===== src/rtl/noc_mem_endpoint_if.sv =====
// Switch-facing enq/full packet port and local read port of noc_mem_endpoint.
interface noc_mem_endpoint_if #(
   parameter int ADDR_WIDTH = 16,
   parameter int DATA_WIDTH = 32,
   parameter int MEM_WORDS  = 16
);
   logic                             enq_i;
   logic [ADDR_WIDTH+DATA_WIDTH-1:0] pkt_i;
   logic                             full_o;
   logic                             rd_en_i;
   logic [$clog2(MEM_WORDS)-1:0]     rd_addr_i;
   logic [DATA_WIDTH-1:0]            rd_data_o;
   logic                             rd_valid_o;

   modport master (output enq_i, pkt_i, rd_en_i, rd_addr_i,
                   input  full_o, rd_data_o, rd_valid_o);
   modport slave  (input  enq_i, pkt_i, rd_en_i, rd_addr_i,
                   output full_o, rd_data_o, rd_valid_o);
endinterface


===== src/rtl/noc_mem_endpoint.sv =====
// NOC leaf responder: receive FIFO -> stage register -> single-port memory, read port wins.
// Optional routing check at commit enabled by defining NOC_EP_STRICT_EN.
module noc_mem_endpoint #(
   parameter int ADDR_WIDTH  = 16,
   parameter int DATA_WIDTH  = 32,
   parameter int DEPTH       = 4,
   parameter int MEM_WORDS   = 16,
   parameter int ID_WIDTH    = 3,
   parameter int ENDPOINT_ID = 0
) (
   input  logic               clk,
   input  logic               rst_l,
   noc_mem_endpoint_if.slave  bus,
   output logic [15:0]        pkt_count_o,
   output logic [15:0]        err_count_o,
   output logic               busy_o
);
   localparam int PKT_W = ADDR_WIDTH + DATA_WIDTH;
   localparam int IDX_W = $clog2(MEM_WORDS);
   localparam int PTR_W = $clog2(DEPTH);
   localparam int CNT_W = $clog2(DEPTH + 1);
   localparam logic [CNT_W-1:0]    FULL_CNT = CNT_W'(DEPTH);
   localparam logic [ID_WIDTH-1:0] EP_ID    = ID_WIDTH'(ENDPOINT_ID);

   function automatic logic [15:0] sat_inc(input logic [15:0] v);
      return (v == 16'hFFFF) ? v : v + 16'd1;
   endfunction

   logic [PKT_W-1:0]      fifo_q [DEPTH];
   logic [DATA_WIDTH-1:0] mem_q  [MEM_WORDS];
   logic [PTR_W-1:0]      wr_ptr_q, wr_ptr_d, rd_ptr_q, rd_ptr_d;
   logic [CNT_W-1:0]      count_q, count_d;
   logic [PKT_W-1:0]      s_pkt_q;
   logic                  s_vld_q, s_vld_d;
   logic [DATA_WIDTH-1:0] rd_data_q, rd_data_d;
   logic                  rd_valid_q;
   logic [15:0]           pkt_cnt_q, pkt_cnt_d;

   logic                  full, empty, push, pop, commit, route_ok, route_match, mem_we;
   logic [ADDR_WIDTH-1:0] s_addr;
   logic [DATA_WIDTH-1:0] s_data;
   logic [IDX_W-1:0]      s_idx;
   logic                  unused_ok;

   assign s_addr      = s_pkt_q[PKT_W-1:DATA_WIDTH];
   assign s_data      = s_pkt_q[DATA_WIDTH-1:0];
   assign s_idx       = s_addr[IDX_W-1:0];
   assign route_match = (s_addr[ADDR_WIDTH-1 -: ID_WIDTH] == EP_ID);
   assign unused_ok   = ^{s_addr, route_match};

   // full_o comes from the registered count only, never from enq_i
   assign full   = (count_q == FULL_CNT);
   assign empty  = (count_q == '0);
   assign push   = bus.enq_i && !full;
   assign commit = s_vld_q && !bus.rd_en_i;
   assign pop    = !empty && (!s_vld_q || commit);
   assign mem_we = commit && route_ok;

`ifdef NOC_EP_STRICT_EN
   logic [15:0] err_cnt_q, err_cnt_d;

   assign route_ok = route_match;

   always_comb begin
      err_cnt_d = err_cnt_q;
      if (commit && !route_ok) err_cnt_d = sat_inc(err_cnt_q);
   end

   always_ff @(posedge clk or negedge rst_l) begin
      if (!rst_l) err_cnt_q <= '0;
      else        err_cnt_q <= err_cnt_d;
   end

   assign err_count_o = err_cnt_q;
`else
   assign route_ok    = 1'b1;
   assign err_count_o = '0;
`endif

   always_comb begin
      wr_ptr_d  = wr_ptr_q;
      rd_ptr_d  = rd_ptr_q;
      count_d   = count_q;
      s_vld_d   = s_vld_q;
      pkt_cnt_d = pkt_cnt_q;
      rd_data_d = rd_data_q;
      if (push) wr_ptr_d = wr_ptr_q + PTR_W'(1);
      if (pop)  rd_ptr_d = rd_ptr_q + PTR_W'(1);
      case ({push, pop})
         2'b10:   count_d = count_q + CNT_W'(1);
         2'b01:   count_d = count_q - CNT_W'(1);
         default: count_d = count_q;
      endcase
      if (pop)         s_vld_d = 1'b1;
      else if (commit) s_vld_d = 1'b0;
      if (mem_we) pkt_cnt_d = sat_inc(pkt_cnt_q);
      // mem_q is sampled before this edge's commit, so a colliding read sees the old word
      if (bus.rd_en_i) rd_data_d = mem_q[bus.rd_addr_i];
   end

   always_ff @(posedge clk or negedge rst_l) begin
      if (!rst_l) begin
         wr_ptr_q   <= '0;
         rd_ptr_q   <= '0;
         count_q    <= '0;
         s_vld_q    <= 1'b0;
         pkt_cnt_q  <= '0;
         rd_data_q  <= '0;
         rd_valid_q <= 1'b0;
      end else begin
         wr_ptr_q   <= wr_ptr_d;
         rd_ptr_q   <= rd_ptr_d;
         count_q    <= count_d;
         s_vld_q    <= s_vld_d;
         pkt_cnt_q  <= pkt_cnt_d;
         rd_data_q  <= rd_data_d;
         rd_valid_q <= bus.rd_en_i;
      end
   end

   // Storage: FIFO slots, stage payload and memory bank carry no reset
   always_ff @(posedge clk) begin
      if (push)   fifo_q[wr_ptr_q] <= bus.pkt_i;
      if (pop)    s_pkt_q          <= fifo_q[rd_ptr_q];
      if (mem_we) mem_q[s_idx]     <= s_data;
   end

   enq_while_full_a: assert property (@(posedge clk) disable iff (!rst_l) !(bus.enq_i && full))
      else $error("noc_mem_endpoint: enq_i asserted while full_o=1, packet dropped");

   assign bus.full_o     = full;
   assign bus.rd_data_o  = rd_data_q;
   assign bus.rd_valid_o = rd_valid_q;
   assign pkt_count_o    = pkt_cnt_q;
   assign busy_o         = !empty || s_vld_q;
endmodule

===== src/flat_wrapper.sv =====
// flat-port wrapper written by rule: the top's interface ports become plain ports
module noc_mem_endpoint_flat 
#(
   parameter int ADDR_WIDTH  = 16,
   parameter int DATA_WIDTH  = 32,
   parameter int DEPTH       = 4,
   parameter int MEM_WORDS   = 16,
   parameter int ID_WIDTH    = 3,
   parameter int ENDPOINT_ID = 0
)
  (clk, rst_l, pkt_count_o, err_count_o, busy_o, bus_enq_i, bus_pkt_i, bus_rd_en_i, bus_rd_addr_i, bus_full_o, bus_rd_data_o, bus_rd_valid_o);
  noc_mem_endpoint_if #(.ADDR_WIDTH(ADDR_WIDTH), .DATA_WIDTH(DATA_WIDTH), .MEM_WORDS(MEM_WORDS)) bus_i ();
  input  logic clk;
  input  logic rst_l;
  output logic [15:0] pkt_count_o;
  output logic [15:0] err_count_o;
  output logic busy_o;
  input wire logic [$bits(bus_i.enq_i)-1:0] bus_enq_i;
  input wire logic [$bits(bus_i.pkt_i)-1:0] bus_pkt_i;
  input wire logic [$bits(bus_i.rd_en_i)-1:0] bus_rd_en_i;
  input wire logic [$bits(bus_i.rd_addr_i)-1:0] bus_rd_addr_i;
  output wire logic [$bits(bus_i.full_o)-1:0] bus_full_o;
  output wire logic [$bits(bus_i.rd_data_o)-1:0] bus_rd_data_o;
  output wire logic [$bits(bus_i.rd_valid_o)-1:0] bus_rd_valid_o;
  assign bus_i.enq_i = bus_enq_i;
  assign bus_i.pkt_i = bus_pkt_i;
  assign bus_i.rd_en_i = bus_rd_en_i;
  assign bus_i.rd_addr_i = bus_rd_addr_i;
  assign bus_full_o = bus_i.full_o;
  assign bus_rd_data_o = bus_i.rd_data_o;
  assign bus_rd_valid_o = bus_i.rd_valid_o;
  noc_mem_endpoint #(.ADDR_WIDTH(ADDR_WIDTH), .DATA_WIDTH(DATA_WIDTH), .DEPTH(DEPTH), .MEM_WORDS(MEM_WORDS), .ID_WIDTH(ID_WIDTH), .ENDPOINT_ID(ENDPOINT_ID)) u_core (.clk(clk), .rst_l(rst_l), .bus(bus_i), .pkt_count_o(pkt_count_o), .err_count_o(err_count_o), .busy_o(busy_o));
endmodule

===== config.mk =====
export PLATFORM = sky130hd
export DESIGN_NAME = noc_mem_endpoint_flat
export DESIGN_NICKNAME = d
export VERILOG_FILES = /design/src/rtl/noc_mem_endpoint_if.sv /design/src/rtl/noc_mem_endpoint.sv /design/src/flat_wrapper.sv
export SDC_FILE = /design/constraint.sdc
export NUM_CORES = 1
export LEC_CHECK = 0
export ABC_AREA = 1
export ABC_CLOCK_PERIOD_IN_PS = 7120
export CORE_MARGIN = 2
export CORE_UTILIZATION = 38
export CTS_BUF_LIST = sky130_fd_sc_hd__clkbuf_4 sky130_fd_sc_hd__clkbuf_8
export CTS_CLUSTER_SIZE = 24
export DETAILED_ROUTE_END_ITERATION = 10
export SLEW_MARGIN = 20
export SYNTH_ARGS = -nofsm -noshare
export SYNTH_HDL_FRONTEND = slang
export SYNTH_SLANG_ARGS = --single-unit

===== constraint.sdc =====
create_clock -name clk -period 7.12 [get_ports clk]
set_input_delay 1.068 -clock clk [delete_from_list [all_inputs] [get_ports clk]]
set_output_delay 1.068 -clock clk [all_outputs]
set_load 0.01 [all_outputs]

==> impl_metrics.json <==
{
  "finalClockSkew_ns": 0.0390,
  "drcViolationCount": 0,
  "postRouteAntennaNets": 0,
  "start_util_pct": 38.3,
  "grt_pass1_wl_um": 107000,
  "final_common_cell": "nand2_1",
  "die-area_um2": 80000,
  "tightest_slew_ns": 1.05,
  "end_kind": "flop",
  "fp.coreArea_um2": 77200,
  "yosysTopAreaCellShare_pct": 70.3,
  "synth_edf_count": 692,
  "grt_pass1_vias": 18200,
  "hold_path_class": "in -> async",
  "drt_iter0_markers": 1659,
  "antenna_found_initial": 2,
  "num_rows": 102,
  "p_leak_nw": 12.3,
  "route.vias.total": 18500,
  "io_pins": 123,
  "clkSinkCount": 749,
  "crit_buf_inv": 3,
  "die_w_um": 283,
  "ys_ff_latch": 749,
  "drive_above_1_share_pct": 9.69,
  "clk_path_buf_depth": 3,
  "synth_flop_cell": "edfxtp_1",
  "viasPerCell": 5.05,
  "ir_drop_mv": 0.190,
  "power_density_nw_per_um2": 348,
  "cts_resized": 0,
  "finalWeightedCongestion": 0.753,
  "critPathTopFamily": "simple AND/OR/NAND/NOR gates",
  "final_nets": 2598,
  "clockRootBuffer": "clkbuf_8",
  "max_freq_mhz": 308,
  "wl_um": 70300,
  "power_mw": 11.8,
  "crit_slowest_cell": "nor2_4",
  "die_h_um": 283,
  "overflow": 0,
  "wl_per_cell_um": 19.2,
  "clk_latency_ns": 0.74,
  "path_max_fanout": 36,
  "grt_max_degree": 149,
  "path_common_cell": "buf_4",
  "detail_route.first_pass.iterations": 8,
  "port_buffers": 94,
  "slew_headroom_pct": 30.1,
  "synth_largest_area_cell": "edfxtp_1",
  "cp-start-kind": "input port",
  "h-tree-depth": 3,
  "netlist_top_cells_area": "edfxtp_1, nand2_1, nand3_1, dfrtp_1, nor2_1",
  "setup-tns-final_ns": 0,
  "rsz0062_at_grt": "no",
  "critPathKind": "in -> reg",
  "syn2layout_area_growth_pct": 14.4,
  "status": "complete, no violations",
  "path_clk_slew_ns": 0.06,
  "whs_ns": 0.466,
  "synthCells": 2427,
  "layout_common_cells": "nand2_1, edfxtp_1, nand3_1, clkbuf_8, nor2_1",
  "path_cells": "buf_2, buf_4, nor2_1, nand3b_1, nor2_4, buf_4",
  "maxCapViolCount": 0,
  "track_usage_pct": 17.7,
  "layout_min_cycle_time_ns": 3.25,
  "cts_setup_buffers": 0,
  "ys_warn_count": 0,
  "yosysUniqueCellTypes": 29,
  "cpPeakStageDelay_ns": 0.71,
  "setup_violations": 0,
  "cts_tree": "yes",
  "synth-seq-area-share_pct": 75.2,
  "cts_buffers": 114,
  "worstPathRequired_ns": 7.50,
  "timing.final.crit_share_pct": 45.6,
  "fin_util_pct": 43.8,
  "syn-cell-area_um2": 29500,
  "synthArstFlopShare_pct": 7.61,
  "finalHoldViolations": 0,
  "post-dp-hpwl_um": 36300,
  "holdBufCountCts": 0,
  "postSynthAreaPerCell_um2": 12.2,
  "critical_path_arrival_ns": 3.63,
  "drv_slew": 0
}
[area by class of cell]
| type | count | area [µm²] |
|---|---|---|
| repair buffers | 129 | 1200 |
| diodes | 1 | 2.50 |
| clock buffers | 161 | 1920 |
| flip-flops and latches | 749 | 22200 |
| multi-input cells | 1505 | 6680 |
| clock inverters | 41 | 342 |
| inverters | 36 | 149 |
| fillers | 6975 | 43400 |
| well taps | 1040 | 1300 |
[metrics by stage]
stage / std cells / cell area [µm²] / setup slack (ns)
global route: 3662 / 33800 / 3.72
detailed placement: 3459 / 31500 / 3.08
global placement: 3459 / 31500 / 3.14
CTS: 3661 / 33800 / 3.87
finish: 3662 / 33800 / 3.87
floorplan: 2442 / 29600 / 3.51
[Yosys cell counts (all sizes together), types with 2 or more instances]
master / n
nor2: 114
o22ai: 36
edfxtp: 692
clkbuf: 52
nand3b: 2
ha: 6
inv: 36
nand3: 394
nand2: 833
buf: 100
xnor2: 6
nor3: 5
xor2: 8
o21ai: 78
nand4: 5
dfrtp: 57
[state kept, by name (all words and copies together), names as in the netlist]
signal / cells
u_core.count_q: 3
u_core.mem_q: 512
u_core.s_pkt_q: 36
u_core.s_vld_q: 1
u_core.pkt_count_o: 16
u_core.fifo_q: 144
u_core.bus.rd_valid_o: 1
u_core.rd_ptr_q: 2
u_core.wr_ptr_q: 2
u_core.bus.rd_data_o: 32
[final timing paths]
| path | from | endpoint | slack (ns) | cells past startpoint |
|---|---|---|---|---|
| worst max-delay path | bus_rd_en_i | u_core.mem_q[6][26] | 3.87 | 6 |
| worst min-delay path | rst_l | u_core.bus.rd_data_o[27] | 0.47 | 1 |
| worst max register to register | u_core.s_vld_q | u_core.mem_q[6][26] | 4.33 | 5 |
| worst min register to register | u_core.bus.rd_data_o[15] | u_core.bus.rd_data_o[15] | 0.48 | 2 |
| max in group asynchronous | rst_l | u_core.rd_ptr_q[0] | 6.02 | 1 |
| min in group clk | u_core.bus.rd_data_o[15] | u_core.bus.rd_data_o[15] | 0.48 | 2 |
[where the power goes]
| group | switching (mW) | total [mW] | internal, mW |
|---|---|---|---|
| logic | 1.25 | 1.72 | 0.466 |
| clock network | 1.61 | 3.52 | 1.92 |
| registers | 0.529 | 6.51 | 5.98 |
| total | 3.39 | 11.8 | 8.36 |
[layer usage]
layer | part of all wire (%) | GRT usage, %
met5 | 0 | 0
met4 | 1.7 | 5.28
met3 | 6.2 | 2.63
met2 | 50 | 30.6
met1 | 42 | 23.2
[cells by family (layout without fill, tap and decap cells)]
| family | after synthesis | count (layout) | synth area share [%] |
|---|---|---|---|
| other | 1 | 17 | 0.0127 |
| AO/OA/AOI/OAI | 115 | 115 | 2.11 |
| AND/OR/NAND/NOR | 1353 | 1353 | 19.0 |
| XOR/XNOR | 14 | 14 | 0.415 |
| adder cells (fa/ha/maj) | 7 | 7 | 0.322 |
| buffers and inverters | 188 | 367 | 2.93 |
| flip-flops | 749 | 749 | 75.2 |
(Power assumes the default switching activity.)
